`src/rtl/fp_convert_pipe.sv`:
```
// fp_convert_pipe: two-stage valid/ready pipeline around a combinational
// fp32 <-> int32 converter, sitting between FP issue and writeback.
//
// Stage p1 captures command, resolved rounding mode and operands at accept.
// Stage p2 holds the converter result, fflags and the illegal-rm indication
// until writeback takes it.
//
// Ports:
//   clk, rst          clock; synchronous active-low reset
//   flush             kill every in-flight op at the next edge
//   in_valid/in_ready request handshake (in_ready does not look at in_valid)
//   in_command        conversion selector (fp_converter_command_t)
//   in_rm, frm        instruction rm field (3'b111 = dynamic) and fcsr.frm
//   in_int_src        32-bit integer operand
//   in_fp_src         FP operand, fp32 in the low 32 bits
//   out_valid/ready   result handshake
//   out_int_result    integer result (fp->int commands)
//   out_fp_result     FP result, fp32 in the low 32 bits (int->fp commands)
//   out_flags         per-op fflags {NV,DZ,OF,UF,NX}
//   out_illegal       resolved rm is reserved; the op must trap
//   fflags_acc        sticky accumulated fflags
//   fflags_clear      clear the accumulator (CSR write of fflags)
//
// Build option: define FP_CVT_FLAG_ACCUM_EN to build the sticky fflags
// accumulator; otherwise fflags_acc is tied to zero and fflags_clear ignored.

package fp_convert_pkg;
  typedef enum logic [2:0] {
    CVT_W_S  = 3'd0,  // fp32 -> signed int32
    CVT_WU_S = 3'd1,  // fp32 -> unsigned int32
    CVT_S_W  = 3'd2,  // signed int32 -> fp32
    CVT_S_WU = 3'd3   // unsigned int32 -> fp32
  } fp_converter_command_t;
endpackage

module fp_convert_pipe
  import fp_convert_pkg::*;
#(
  parameter int FLAGS_W = 5,
  parameter int FP_W    = 64
) (
  input  logic                  clk,
  input  logic                  rst,
  input  logic                  flush,
  input  logic                  in_valid,
  output logic                  in_ready,
  input  fp_converter_command_t in_command,
  input  logic [2:0]            in_rm,
  input  logic signed [31:0]    in_int_src,
  input  logic [FP_W-1:0]       in_fp_src,
  input  logic [2:0]            frm,
  output logic                  out_valid,
  input  logic                  out_ready,
  output logic [31:0]           out_int_result,
  output logic [FP_W-1:0]       out_fp_result,
  output logic [FLAGS_W-1:0]    out_flags,
  output logic                  out_illegal,
  output logic [FLAGS_W-1:0]    fflags_acc,
  input  logic                  fflags_clear
);

  localparam logic [2:0] RM_RNE = 3'b000;
  localparam logic [2:0] RM_RTZ = 3'b001;
  localparam logic [2:0] RM_RDN = 3'b010;
  localparam logic [2:0] RM_RUP = 3'b011;
  localparam logic [2:0] RM_RMM = 3'b100;
  localparam logic [2:0] RM_DYN = 3'b111;
  localparam int NV_BIT = 4;
  localparam int NX_BIT = 0;

  // Round-up decision from the kept lsb, round bit and sticky bit.
  function automatic logic round_inc(input logic [2:0] rm, input logic sign,
                                     input logic lsb, input logic rb, input logic sb);
    case (rm)
      RM_RNE:  return rb && (sb || lsb);
      RM_RTZ:  return 1'b0;
      RM_RDN:  return sign && (rb || sb);
      RM_RUP:  return !sign && (rb || sb);
      RM_RMM:  return rb;
      default: return 1'b0;
    endcase
  endfunction

  // Out-of-range fp->int saturation value.
  function automatic logic [31:0] int_saturate(input logic sign, input logic uns);
    if (uns) return sign ? 32'h0000_0000 : 32'hFFFF_FFFF;
    return sign ? 32'h8000_0000 : 32'h7FFF_FFFF;
  endfunction

  // fp32 -> int32. Returns {NV, NX, result}. NaN gives 0 with NV.
  function automatic logic [33:0] fp32_to_int(input logic [31:0] f, input logic uns,
                                               input logic [2:0] rm);
    logic        sign;
    logic [7:0]  ex;
    logic [63:0] fx;
    logic [32:0] mag;
    logic        rb, sb, inc, nv, nx;
    logic [31:0] res;
    sign = f[31];
    ex   = f[30:23];
    fx   = '0;
    mag  = '0;
    rb   = 1'b0;
    sb   = 1'b0;
    inc  = 1'b0;
    nv   = 1'b0;
    nx   = 1'b0;
    res  = '0;
    if (ex == 8'hFF && f[22:0] != '0) begin
      nv = 1'b1;
    end else if (ex >= 8'd159) begin
      // |x| >= 2^32 (or infinity): out of range for every destination
      nv  = 1'b1;
      res = int_saturate(sign, uns);
    end else begin
      // fx is |x| in Q32.32; anything below 2^-9 only contributes sticky
      if (ex >= 8'd118) fx = {40'd0, 1'b1, f[22:0]} << (ex - 8'd118);
      else              sb = (f[30:0] != '0);
      rb  = fx[31];
      sb  = sb | (|fx[30:0]);
      inc = round_inc(rm, sign, fx[32], rb, sb);
      mag = {1'b0, fx[63:32]} + {32'd0, inc};
      if (uns) begin
        if (sign && mag != '0) begin
          nv  = 1'b1;
        end else if (mag[32]) begin
          nv  = 1'b1;
          res = 32'hFFFF_FFFF;
        end else begin
          res = mag[31:0];
          nx  = rb | sb;
        end
      end else begin
        if (!sign && mag > 33'h0_7FFF_FFFF) begin
          nv  = 1'b1;
          res = 32'h7FFF_FFFF;
        end else if (sign && mag > 33'h0_8000_0000) begin
          nv  = 1'b1;
          res = 32'h8000_0000;
        end else begin
          res = sign ? -mag[31:0] : mag[31:0];
          nx  = rb | sb;
        end
      end
    end
    return {nv, nx, res};
  endfunction

  // int32 -> fp32. Returns {NX, result}; never overflows.
  function automatic logic [32:0] int_to_fp32(input logic signed [31:0] v, input logic uns,
                                              input logic [2:0] rm);
    logic        sign;
    logic [31:0] mag;
    logic [4:0]  p;
    logic [30:0] norm;
    logic        rb, sb, inc;
    logic [30:0] exp_man;
    sign = !uns && (v < 0);
    mag  = sign ? -v : v;
    p    = '0;
    for (int i = 0; i < 32; i++) begin
      if (mag[i]) p = 5'(i);
    end
    // Leading one shifted to bit 31 and dropped (hidden bit)
    norm    = 31'(mag << (5'd31 - p));
    rb      = norm[7];
    sb      = |norm[6:0];
    inc     = round_inc(rm, sign, norm[8], rb, sb);
    // A mantissa carry ripples into the exponent field
    exp_man = {8'd127 + {3'd0, p}, norm[30:8]} + {30'd0, inc};
    if (mag == '0) return 33'd0;
    else           return {rb | sb, sign, exp_man};
  endfunction

  fp_converter_command_t cmd_p1;
  logic [2:0]            rm_p1;
  logic signed [31:0]    int_src_p1;
  logic [FP_W-1:0]       fp_src_p1;
  logic                  vld_p1;
  logic                  vld_p2;
  logic                  s2_adv;
  logic                  accept;
  logic                  illegal_p1;
  logic [33:0]           f2i;
  logic [32:0]           i2f;
  logic [31:0]           cv_int;
  logic [FP_W-1:0]       cv_fp;
  logic [FLAGS_W-1:0]    cv_flags;

  assign s2_adv     = vld_p1 && (!vld_p2 || out_ready);
  assign in_ready   = !vld_p1 || s2_adv;
  assign accept     = in_valid && in_ready;
  assign out_valid  = vld_p2;
  assign illegal_p1 = (rm_p1 >= 3'b101);

  // ---- stage p1: operands and rounding mode resolved at accept ----
  always_ff @(posedge clk) begin
    if (accept) begin
      cmd_p1     <= in_command;
      rm_p1      <= (in_rm == RM_DYN) ? frm : in_rm;
      int_src_p1 <= in_int_src;
      fp_src_p1  <= in_fp_src;
    end
  end

  always_comb begin
    f2i      = '0;
    i2f      = '0;
    cv_int   = '0;
    cv_fp    = '0;
    cv_flags = '0;
    case (cmd_p1)
      CVT_W_S, CVT_WU_S: begin
        f2i              = fp32_to_int(fp_src_p1[31:0], cmd_p1 == CVT_WU_S, rm_p1);
        cv_int           = f2i[31:0];
        cv_flags[NV_BIT] = f2i[33];
        cv_flags[NX_BIT] = f2i[32];
      end
      CVT_S_W, CVT_S_WU: begin
        i2f              = int_to_fp32(int_src_p1, cmd_p1 == CVT_S_WU, rm_p1);
        cv_fp[31:0]      = i2f[31:0];
        cv_flags[NX_BIT] = i2f[32];
      end
      default: ;
    endcase
  end

  generate
    if (FP_W > 32) begin : g_fp_hi
      logic unused_fp_hi;
      assign unused_fp_hi = |fp_src_p1[FP_W-1:32];
    end
  endgenerate

  // ---- stage p2: registered result toward commit ----
  always_ff @(posedge clk) begin
    if (!rst) begin
      vld_p1         <= 1'b0;
      vld_p2         <= 1'b0;
      out_int_result <= '0;
      out_fp_result  <= '0;
      out_flags      <= '0;
      out_illegal    <= 1'b0;
    end else begin
      if (flush) begin
        vld_p1 <= 1'b0;
        vld_p2 <= 1'b0;
      end else begin
        if (accept)      vld_p1 <= 1'b1;
        else if (s2_adv) vld_p1 <= 1'b0;
        if (s2_adv)         vld_p2 <= 1'b1;
        else if (out_ready) vld_p2 <= 1'b0;
      end
      if (s2_adv) begin
        if (illegal_p1) begin
          out_int_result <= '0;
          out_fp_result  <= '0;
          out_flags      <= '0;
          out_illegal    <= 1'b1;
        end else begin
          out_int_result <= cv_int;
          out_fp_result  <= cv_fp;
          out_flags      <= cv_flags;
          out_illegal    <= 1'b0;
        end
      end
    end
  end

`ifdef FP_CVT_FLAG_ACCUM_EN
  // A flushed result is not consumed, so it never reaches the accumulator.
  logic acc_hs;
  assign acc_hs = vld_p2 && out_ready && !flush && !out_illegal;

  always_ff @(posedge clk) begin
    if (!rst)              fflags_acc <= '0;
    else if (fflags_clear) fflags_acc <= acc_hs ? out_flags : '0;
    else if (acc_hs)       fflags_acc <= fflags_acc | out_flags;
  end
`else
  logic unused_clear;
  assign unused_clear = fflags_clear;
  assign fflags_acc   = '0;
`endif

endmodule

```
`config.mk`:
```
export PLATFORM = sky130hd
export DESIGN_NAME = fp_convert_pipe
export DESIGN_NICKNAME = d
export VERILOG_FILES = /design/src/rtl/fp_convert_pipe.sv
export SDC_FILE = /design/constraint.sdc
export NUM_CORES = 1
export LEC_CHECK = 0
export ABC_AREA = 1
export BUFFER_PORTS_ARGS = -buffer_cell sky130_fd_sc_hd__buf_2
export CORE_AREA = 2 2 189 191
export CTS_CLUSTER_SIZE = 14
export DETAILED_ROUTE_END_ITERATION = 12
export DIE_AREA = 0 0 191 193
export GPL_ROUTABILITY_DRIVEN = 0
export PLACE_DENSITY_LB_ADDON = 0.25
export SLEW_MARGIN = 20
export SYNTH_ARGS = -nofsm -noshare
export SYNTH_HDL_FRONTEND = slang
export SYNTH_SLANG_ARGS = --single-unit
```
`constraint.sdc`:
```
create_clock -name clk -period 15.07 [get_ports clk]
set_clock_uncertainty 0.1 [all_clocks]
set_input_delay 0.7535 -clock clk [delete_from_list [all_inputs] [get_ports clk]]
set_output_delay 0.7535 -clock clk [all_outputs]
set_load 0.01 [all_outputs]
```
### After elaboration in Yosys (flattened, before gate mapping)

Index checks and enable logic that the tools add are counted.

| operators by class | value |
|---|---|
| add/sub/neg operators | 7 |
| order comparisons | 6 |
| equal/unequal tests | 8 |
| shift-type cells | 2 |
| mux-type cells | 91 |
| bitwise operators | 4 |
| reduce and logical (&&, ||, !) cells | 37 |

Operators by type and width:

| cell | number |
|---|---|
| $mux W32 | 17 |
| $mux W64 | 4 |
| $mux W5 | 32 |
| $neg A32 Y32 | 2 |
| $shl A24 B8 Y64 | 1 |
| $add A32 B1 Y33 | 1 |
| $gt A33 B31 Y1 const B | 1 |
| $gt A33 B32 Y1 const B | 1 |
| $mux W1 | 33 |
| $mux W33 | 1 |
| $reduce_bool A33 Y1 | 1 |
| $logic_not A32 Y1 | 1 |
| $lt A32 B1 Y1 const B | 1 |
| $shl A32 B5 Y31 | 1 |
| $add A31 B1 Y31 | 1 |
| $reduce_bool A31 Y1 | 1 |
| $reduce_or A31 Y1 | 1 |
| $reduce_bool A23 Y1 | 1 |
| $logic_and A1 B1 Y1 | 13 |
| $eq A3 B2 Y1 const B | 4 |
| $add A7 B5 Y8 const A | 1 |
| $eq A8 B8 Y1 const B | 1 |
| $ge A8 B7 Y1 const B | 1 |
| $ge A8 B8 Y1 const B | 1 |
| other kinds (16) | 33 |

| word-level totals | value |
|---|---|
| bits in registers | 174 |
| output and inout port bits | 109 |

### Logic depth before layout (Yosys ltp)

Gate-level depths: netlist of run 1.

| depth | value |
|---|---|
| depth in word-level cells | 47 |
| depth in mapped cells | 55 |

### Worst setup path before layout of run 1

No wires, ideal clock.

| path | value |
|---|---|
| kind | register -> register |
| start | register fp_src_p1[24] |
| end | register out_int_result[25] |
| arrival | 5.514 ns |
| data required time | 14.900 ns |
| slack | 9.385 ns |
| cell stages (with the launch flop) | 39 |
| period minus slack after synthesis | 5.685 ns |
| cells stage by stage | edfxtp_1 -> buf_2 -> inv_1 -> clkbuf_1 -> ha_1 -> inv_2 -> buf_1 -> mux2i_1 -> o21ai_0 -> mux2i_1 -> nor4_1 -> nand4_1 -> nand2_1 -> nand2_1 -> or2_2 -> nand2_1 -> o31ai_1 -> ha_1 -> [... 3 more ...] -> nand2_1 -> inv_1 -> nor3_1 -> nand3_1 -> nor3_2 -> nand3_1 -> nor2_2 -> nand4_2 -> nor2_2 -> nand4_1 -> nand2_1 -> xor2_1 -> nand2_1 -> nand2_1 -> nand2_1 -> nand2_1 -> nand2_1 -> a21oi_1 |

| between the ends | value |
|---|---|
| cells in the longest elaborated chain, start to end | 24 |
| elaborated cells between the ends (all ways) | 44 |

Ends and longest elaborated chain:

| element | RTL line | RTL |
|---|---|---|
| from (decl) | 178 | `logic [FP_W-1:0] fp_src_p1;` |
| from (signal assigned) | 202 | `fp_src_p1 <= in_fp_src;` |
| $sub A8 B7 Y8 | 117 | `if (ex >= 8'd118) fx = {40'd0, 1'b1, f[22:0]} << (ex - 8'd118);` |
| $shl A24 B8 Y64 | 117 |  |
| $mux W64 | 117 |  |
| $mux W64 | 111 | `end else if (ex >= 8'd159) begin` |
| $mux W64 | 109 | `if (ex == 8'hFF && f[22:0] != '0) begin` |
| $mux W64 | 212 | `case (cmd_p1)` |
| $reduce_or A31 Y1 | 120 | `sb = sb \| (\|fx[30:0]);` |
| $or A1 B1 Y1 | 120 |  |
| [... 8 more ...] | -- |  |
| $mux W32 / $logic_and A1 B1 Y1 (equally long branches) | 141, 137 |  |
| $mux W32 | 137 | `end else if (sign && mag > 33'h0_8000_0000) begin` |
| $mux W32 | 134 | `if (!sign && mag > 33'h0_7FFF_FFFF) begin` |
| $mux W32 | 123 | `if (uns) begin` |
| $mux W32 | 111 |  |
| $mux W32 * | 109 |  |
| $mux W32 * | 212 |  |
| $mux W32 * | 255 | `if (illegal_p1) begin` |
| to (signal assigned) | 261 | `out_int_result <= cv_int;` |
| to (decl) | 54 | `output logic [31:0] out_int_result,` |

Every way passes the cells marked *; elsewhere a longest branch is shown, timed or not. The select of a mux whose other input is x is not followed.
A chain may end at the register's enable or synchronous reset.

### Worst setup path after layout of run 1

| path | value |
|---|---|
| start | register fp_src_p1[24] |
| end | register out_int_result[23] |

The elaborated chain is that of the path after synthesis.

==> results.json, run 1 <==
{
  "io_buffers": 146,
  "critical_path_required_ns": 15.32,
  "ys_async_sr_fraction_pct": 0,
  "fp.dieW_um": 191,
  "maxCapViolCount": 0,
  "fillers": 3766,
  "dp_hpwl_um": 31960,
  "leakagePower_nw": 7.076,
  "hold_buffers": 0,
  "synthDistinctLibCells": 63,
  "yosys_register_bits": 139,
  "postRouteWirelength_um": 41710,
  "max_stage_delay_ns": 0.92,
  "ant_nets": 0,
  "grt_max_degree": 71,
  "whs_ns": 0.3602,
  "cts_tree": "done",
  "period_minus_slack_ns": 8.093,
  "hold_viol": 0,
  "fin_crit_sh_pct": 53.70,
  "die_y_um": 193,
  "cts_buffers": 17,
  "wl_per_cell_um": 14.95,
  "synth_area_leaders": "nand2_1 19%, edfxtp_1 15%, nand3_1 12%",
  "firstDrtPassIters": 6,
  "hold_path.class": "flip-flop to flip-flop",
  "syn-mean-instance-area_um2": 6.132,
  "relSlewSlack_pct": 31.20,
  "path_clk_slew_ns": 0.06,
  "netlist_area_um2": 13760,
  "post_cts_buffers": 0,
  "final-seq-area_um2": 3483,
  "num_vias": 14660,
  "num_io_pins": 220,
  "cts_resized": 0,
  "rsz0062_at_grt": "no",
  "startpoint_type": "flip-flop",
  "yosysSeqAreaShare_pct": 25.32,
  "slew_viol_final": 0,
  "root_buffer": "clkbuf_16",
  "syn_to_final_growth_pct": 9.494,
  "path_class": "flip-flop to flip-flop",
  "drc": 0,
  "worst_pin_slew_ns": 1.031,
  "setup_viol": 0,
  "synth_edf_count": 70,
  "synth_top_area_share_pct": 18.82,
  "num_rows": 69,
  "grt_use_total_pct": 23.06,
  "dieArea_um2": 36860,
  "tns_ns": 0,
  "cp_common_cell": "nand2_1",
  "cp.arrival_ns": 8.34,
  "outcome": "finished, final reports clean",
  "ys.flop_type": "edfxtp_1",
  "ir_drop_mv": 0.08890,
  "grt_pass1_vias": 13770,
  "antenna_found_initial": 1,
  "grt_pass1_wl_um": 68610,
  "insertion_delay_ns": 0.44,
  "clock_path_buffers": 2,
  "endpoint_kind": "flip-flop",
  "grt_overflow": 0,
  "cts.htree.levels": 4,
  "clock_sinks": 139,
  "path_max_fanout": 28,
  "synth_warnings": 0,
  "coreArea_um2": 34960,
  "yosys.area.top_type": "nand2_1",
  "drive_above_1_share_pct": 13.06,
  "routed_via_density": 5.256,
  "p_per_area_nw_per_um2": 91.92,
  "nNetsFinal": 2437,
  "cp_slowest_cell": "ha_1",
  "drt-initial-drc-count": 1184,
  "initial_core_util_pct": 39.35,
  "max_freq_mhz": 123.6,
  "netlist_instances": 2244,
  "multi_input_area_um2": 8690
}
-- worst max-delay path, delay by kind of cell, from the launching register on --
family | cells | cell delay [ns]
flops | 1 | 0.89
buf+inv | 3 | 1.23
compound gates | 7 | 1.31
simple gates | 18 | 2.59
fa+ha+maj | 3 | 1.48
xor+xnor | 1 | 0.39
-- worst paths after layout --
check,startpoint,endpoint,slack [ns],depth (start not counted)
setup / recovery,fp_src_p1[24],out_int_result[23],6.98,32
hold reg to reg,out_illegal,out_illegal,0.36,2
setup reg to reg,fp_src_p1[24],out_int_result[23],6.98,32
hold / removal,out_illegal,out_illegal,0.36,2
-- stage by stage --
stage | utilization [%] | power (mW) | worst slack [ns] | cell area, um2 | instances
finish | 43.09 | 1.385 | 6.977 | 15070 | 2789
CTS | 43.06 | 1.387 | 7.143 | 15060 | 2788
floorplan | - | 0.8538 | 9.385 | 13910 | 2283
detailed placement | 41.41 | 0.9653 | 7.157 | 14480 | 2756
global placement | 41.41 | 0.9599 | 7.154 | 14480 | 2756
global route | 43.09 | 1.484 | 6.093 | 15070 | 2789
-- cell type report --
cell class,instances,share of cell area [%]
Timing Repair Buffer,155,5.299
Inverter,249,6.220
Multi-Input combinational cell,1752,57.68
Clock buffer,20,3.114
Sequential cell,139,23.12
Antenna cell,1,0.01661
Tap cell,461,3.829
Clock inverter,12,0.7225
-- state kept, by name (all words and copies together), names as in the netlist --
name	flops
cmd_p1	3
fp_src_p1	32
int_src_p1	32
out_flags	2
out_fp_result	32
out_illegal	1
out_int_result	32
out_valid	1
rm_p1	3
vld_p1	1
-- cell usage in the layout (no fill, tap or decap), types with 18 or more instances in the layout --
cell type    n
xor2_1      50
nand4_1     37
nand3_1    317
o21ai_1     51
buf_2      146
conb_1      40
inv_1      229
nand2_1    689
a21oi_1    110
nor2_2      22
dfxtp_1     69
o21ai_0     71
nor2_1     148
nor3_1      24
clkbuf_16   18
edfxtp_1    70
-- power by group --
| part | switching (mW) | internal [mW] |
|---|---|---|
| combinational | 0.380 | 0.164 |
| sequential | 0.0108 | 0.412 |
| clock | 0.175 | 0.243 |
-- per-layer routing --
layer	vias to the layer above	wire (um)	global-route usage (%)
met5	-	0	0
met4	0	1404	10.08
met3	82	2015	3.348
met2	436	20530	41.05
met1	6715	17750	27.61
li1	7426	-	-
-- logic make-up after synthesis --
logic type | Yosys count | synth area share, %
and+or+nand+nor | 1319 | 42.87
buffers and inverters | 392 | 12.78
AOI/OAI and AO/OA | 304 | 12.64
DFF | 139 | 25.32
xor gates and xnor gates | 65 | 4.410
adders and majority gates | 12 | 1.091
muxes | 12 | 0.8730
other | 1 | 0.02725
-- synth_stat cells (all sizes together), types with 16 or more instances --
cell    instances
nor3           32
a21oi         112
buf           102
nor2          181
inv           244
nand4          40
edfxtp         70
dfxtp          69
nand2         702
o21ai         137
or2            16
xor2           54
clkbuf         41
nand3         325
(Power assumes the default switching activity.)
==> run 2: changes to the inputs <==
==> constraint.sdc (replaced) <==
create_clock -name clk -period 7.4 [get_ports clk]
set_clock_uncertainty 0.1 [all_clocks]
set_input_delay 0.37 -clock clk [delete_from_list [all_inputs] [get_ports clk]]
set_output_delay 0.37 -clock clk [all_outputs]
set_load 0.01 [all_outputs]
==> run 2 against run 1 <==
Net effect: flip-flop and latch count is the same; clock power grew 110%; utilization grew 2.4 points; non-clock buffer count grew 82; sequential share of layout area shrank 1.2 points; register-to-register slack lost 6.3 ns; wire length grew 3.8%; setup slack lost 6.3 ns; combinational power grew 110%; via count grew 3.7%; design area grew 5.5%.
==> results.json, run 2 (synthesized netlist as in run 1, its figures left out) <==
{
  "max_freq_mhz": 148.1,
  "path_class": "flip-flop to flip-flop",
  "clock_path_buffers": 2,
  "drt-initial-drc-count": 1282,
  "fin_crit_sh_pct": 91.25,
  "dieArea_um2": 36860,
  "num_vias": 15200,
  "grt_overflow": 0,
  "cp.arrival_ns": 7.02,
  "nNetsFinal": 2519,
  "syn_to_final_growth_pct": 15.51,
  "cp_slowest_cell": "edfxtp_1",
  "critical_path_required_ns": 7.67,
  "ant_nets": 0,
  "ir_drop_mv": 0.1768,
  "path_clk_slew_ns": 0.06,
  "outcome": "finished, final reports clean",
  "coreArea_um2": 34960,
  "tns_ns": 0,
  "relSlewSlack_pct": 38.04,
  "firstDrtPassIters": 6,
  "num_io_pins": 220,
  "max_stage_delay_ns": 0.43,
  "worst_pin_slew_ns": 0.9294,
  "endpoint_kind": "flip-flop",
  "drive_above_1_share_pct": 13.62,
  "io_buffers": 146,
  "grt_pass1_wl_um": 70610,
  "layout_common_cells": "689 x nand2_1, 317 x nand3_1, 229 x inv_1, 148 x nor2_1, 146 x buf_2",
  "initial_core_util_pct": 39.35,
  "grt_pass1_vias": 14390,
  "wl_per_cell_um": 15.07,
  "path_max_fanout": 14,
  "cp_common_cell": "nand2_1",
  "fp.dieW_um": 191,
  "final_area_um2": 15890,
  "period_minus_slack_ns": 6.752,
  "total_power_mw": 2.898,
  "layoutNonFillerInstCount": 2871,
  "slew_viol_final": 0,
  "hold_viol": 0,
  "clock_sinks": 139,
  "setup_viol": 0,
  "insertion_delay_ns": 0.45,
  "num_rows": 69,
  "maxCapViolCount": 0,
  "grt_max_degree": 71,
  "layout_commonest_cell": "nand2_1",
  "root_buffer": "clkbuf_16",
  "rsz0062_at_grt": "no",
  "antenna_found_initial": 1,
  "die_y_um": 193,
  "routed_via_density": 5.293,
  "drc": 0,
  "worst_r2r_path_depth": 45,
  "dp_hpwl_um": 32650,
  "cts_tree": "done",
  "hold_path.class": "input port to flip-flop",
  "worstHoldPathCells": 1,
  "cts.htree.levels": 4,
  "leakagePower_nw": 7.445,
  "startpoint_type": "flip-flop",
  "p_per_area_nw_per_um2": 182.4,
  "postRouteWirelength_um": 43280,
  "grt_use_total_pct": 23.80,
  "cts_buffers": 17,
  "dpl-instance-area_um2": 14620,
  "dp_cells": 2775
}
==> run 2: changes by cell type in the layout (fill, tap and decap cells not counted), sizes merged <==
cell | previous run | this run
clkbuf | 20 | 22
bufinv | 1 | 2
buf | 155 | 176
dlygate4sd3 | 0 | 61
inv | 249 | 246
==> run 2: path summary, 6_finish.rpt <==
kind,from,endpoint,slack (ns)
max,fp_src_p1[25],out_int_result[25],0.65
min,in_int_src[1],int_src_p1[1],0.01
min reg2reg,out_int_result[16],out_int_result[16],0.36
max reg2reg,fp_src_p1[25],out_int_result[25],0.65
==> run 2: layout make-up <==
cell class | instances | area [um2]
clock inverter | 10 | 112.6
clock buffer | 22 | 486.7
fill | 3701 | 19070
tap | 461 | 576.8
inverter | 249 | 935.9
sequential | 139 | 3483
antenna | 1 | 2.502
timing repair buffer | 237 | 1570
multi-input combinational | 1752 | 8726
==> run 2: power breakdown <==
part / leakage [nW] / internal (mW) / switching, mW
clock network: 0.299 / 0.534 / 0.340
logic: 5.90 / 0.368 / 0.796
registers: 1.24 / 0.840 / 0.0201
==> run 2: layer usage <==
metal / share of wire [%] / track usage, %
met1: 42 / 28.53
met2: 49 / 41.72
met3: 5.2 / 3.186
met4: 4.3 / 12.16
met5: 0 / 0
==> run 2: what timing repair did <==
item,4_1_cts,5_1_grt
resized for setup,0,9
setup buffers,0,2
setup endpoints to repair,0,22
hold buffers,60,1
hold endpoints to repair,60,1
==> run 2: critical path, delay by kind of cell (launching register included) <==
family | cells | cell delay [ns]
mux | 1 | 0.22
fa+ha+maj | 3 | 0.73
buf+inv | 4 | 0.47
flops | 1 | 0.43
xor+xnor | 1 | 0.14
simple gates | 30 | 3.68
compound gates | 6 | 0.87
==> run 2: through the flow <==
step	hold WS [ns]	util, %	worst slack, ns
floorplan	0.3676	-	1.715
global placement	0.3489	41.82	0.7156
detailed placement	0.3525	41.82	0.6117
CTS	0.0007180	45.25	0.5720
global route	0.001984	45.46	0.002979
finish	0.01453	45.46	0.6477
==> run 3: changes to the inputs <==
--- a/config.mk
+++ b/config.mk
@@ -12,8 +12,10 @@
 export DETAILED_ROUTE_END_ITERATION = 12
 export DIE_AREA = 0 0 191 193
 export GPL_ROUTABILITY_DRIVEN = 0
+export MAX_ROUTING_LAYER = met4
 export PLACE_DENSITY_LB_ADDON = 0.25
 export SLEW_MARGIN = 20
 export SYNTH_ARGS = -nofsm -noshare
 export SYNTH_HDL_FRONTEND = slang
 export SYNTH_SLANG_ARGS = --single-unit
+export TNS_END_PERCENT = 1
==> run 3 against run 2 <==
Net effect: via count down 0.69%; clock-buffer cell count unchanged; die area unchanged; flip-flop and latch count unchanged; setup slack better by 0.0016 ns; design area unchanged; cell count unchanged; register-to-register slack about the same; critical path type unchanged; critical path depth unchanged; sequential power about the same; largest cell class unchanged; wire length down 0.31%.
==> results.json, run 3 (synthesized netlist as in run 1, its figures left out) <==
{
  "cp_common_cell": "nand2_1",
  "final_area_um2": 15890,
  "ir_drop_mv": 0.1778,
  "cp.arrival_ns": 7.02,
  "antenna_found_initial": 1,
  "cts.htree.levels": 4,
  "critical_path.top_delay_family": "simple AND/OR/NAND/NOR gates",
  "path_class": "flip-flop to flip-flop",
  "routed_via_density": 5.256,
  "worst_pin_slew_ns": 0.9242,
  "p_per_area_nw_per_um2": 182.6,
  "cp_slowest_cell": "edfxtp_1",
  "leakagePower_nw": 7.445,
  "num_vias": 15090,
  "relSlewSlack_pct": 38.39,
  "timing.rr.start": "fp_src_p1[25]",
  "worstReg2RegEnd": "out_int_result[25]",
  "grt_use_total_pct": 24.50,
  "grt_max_degree": 71,
  "cp_num_buf_inv": 4,
  "layout_commonest_cell": "nand2_1",
  "hold_start": "in_int_src[1]",
  "layout_common_cells": "689 x nand2_1, 317 x nand3_1, 229 x inv_1, 148 x nor2_1, 146 x buf_2",
  "insertion_delay_ns": 0.45,
  "path_clk_slew_ns": 0.07,
  "dieArea_um2": 36860,
  "critical_path_required_ns": 7.67,
  "endpoint_kind": "flip-flop",
  "worst_r2r_path_depth": 45,
  "dp_hpwl_um": 32650,
  "drive_above_1_share_pct": 13.62,
  "clock_sinks": 139,
  "period_minus_slack_ns": 6.751,
  "path_max_fanout": 14,
  "worstHoldPathCells": 1,
  "cts_buffers": 17,
  "outcome": "finished, final reports clean",
  "grt_pass1_vias": 14390,
  "fin_crit_sh_pct": 91.23,
  "initial_core_util_pct": 39.35,
  "hold_path.class": "input port to flip-flop",
  "startpoint_type": "flip-flop",
  "root_buffer": "clkbuf_16",
  "setup_viol": 0,
  "drc": 0,
  "nNetsFinal": 2519,
  "hold_viol": 0,
  "num_rows": 69,
  "num_io_pins": 220,
  "coreArea_um2": 34960,
  "slew_viol_final": 0,
  "max_freq_mhz": 148.1,
  "ant_nets": 0,
  "r2r_setup_slack_ns": 0.65,
  "firstDrtPassIters": 8,
  "rsz0062_at_grt": "no",
  "syn_to_final_growth_pct": 15.51,
  "tns_ns": 0,
  "drt-initial-drc-count": 1295,
  "max_stage_delay_ns": 0.43,
  "clock_path_buffers": 2,
  "holdPathEnd": "int_src_p1[1]",
  "fp.dieW_um": 191,
  "wl_per_cell_um": 15.03,
  "grt_pass1_wl_um": 70570,
  "io_buffers": 146,
  "cts_tree": "done",
  "die_y_um": 193,
  "postRouteWirelength_um": 43150,
  "dpl-instance-area_um2": 14620,
  "maxCapViolCount": 0,
  "grt_overflow": 0
}
[run 3: cell counts in the layout (fill, tap and decap cells not counted)]
Identical to the previous run, type by type.
[run 3: area by class of cell]
class                      instances  area (um2)
antenna                            1       2.502
clock buffer                      22       486.7
clock inverter                    10       112.6
fill                            3701       19070
inverter                         249       935.9
multi-input combinational       1752        8726
sequential                       139        3483
tap                              461       576.8
timing repair buffer             237        1570
[run 3: stage by stage]
| step | instances | hold WS [ns] | power (mW) | setup slack (ns) | utilization [%] |
|---|---|---|---|---|---|
| finish | 2871 | 0.01625 | 2.902 | 0.6493 | 45.46 |
| global route | 2871 | 0.001472 | 3.098 | 0.004169 | 45.46 |
| CTS | 2867 | 0.0007180 | 2.893 | 0.5720 | 45.25 |
| detailed placement | 2775 | 0.3525 | 1.984 | 0.6117 | 41.82 |
| global placement | 2775 | 0.3489 | 1.971 | 0.7156 | 41.82 |
| floorplan | 2283 | 0.3676 | 1.739 | 1.715 | - |
[run 3: metal layers]
layer / up-vias / routed length (um) / track usage (%) / share of wire [%]
met2: 483 / 20990 / 41.75 / 49
met5: - / 0 / - / 0
met3: 119 / 2217 / 3.204 / 5.1
met4: 0 / 1819 / 12.10 / 4.2
li1: 7588 / - / - / -
met1: 6900 / 18120 / 28.48 / 42
[run 3: worst max path at each step]
stage | end | slack (ns) | cells past startpoint | start
floorplan | out_int_result[25] | 1.72 | 38 | fp_src_p1[24]
finish | out_int_result[25] | 0.65 | 45 | fp_src_p1[25]
CTS | out_int_result[23] | 0.57 | 40 | fp_src_p1[25]
global route | out_int_result[25] | 0.004 | 45 | fp_src_p1[25]
global placement | out_int_result[23] | 0.72 | 40 | fp_src_p1[25]
detailed placement | out_int_result[23] | 0.61 | 38 | fp_src_p1[27]
[run 3: timing repair]
| item | CTS | global route |
|---|---|---|
| buffers inserted | 0 | 2 |
| gates resized for setup | 0 | 9 |
| hold buffers | 60 | 1 |
| endpoints found under the setup margin | 0 | 21 |
| endpoints found under the hold margin | 60 | 1 |
[run 3: power by group]
group | total (mW) | switching, mW | internal (mW)
Combinational | 1.16 | 0.795 | 0.368
Sequential | 0.860 | 0.0201 | 0.840
Clock | 0.879 | 0.345 | 0.534
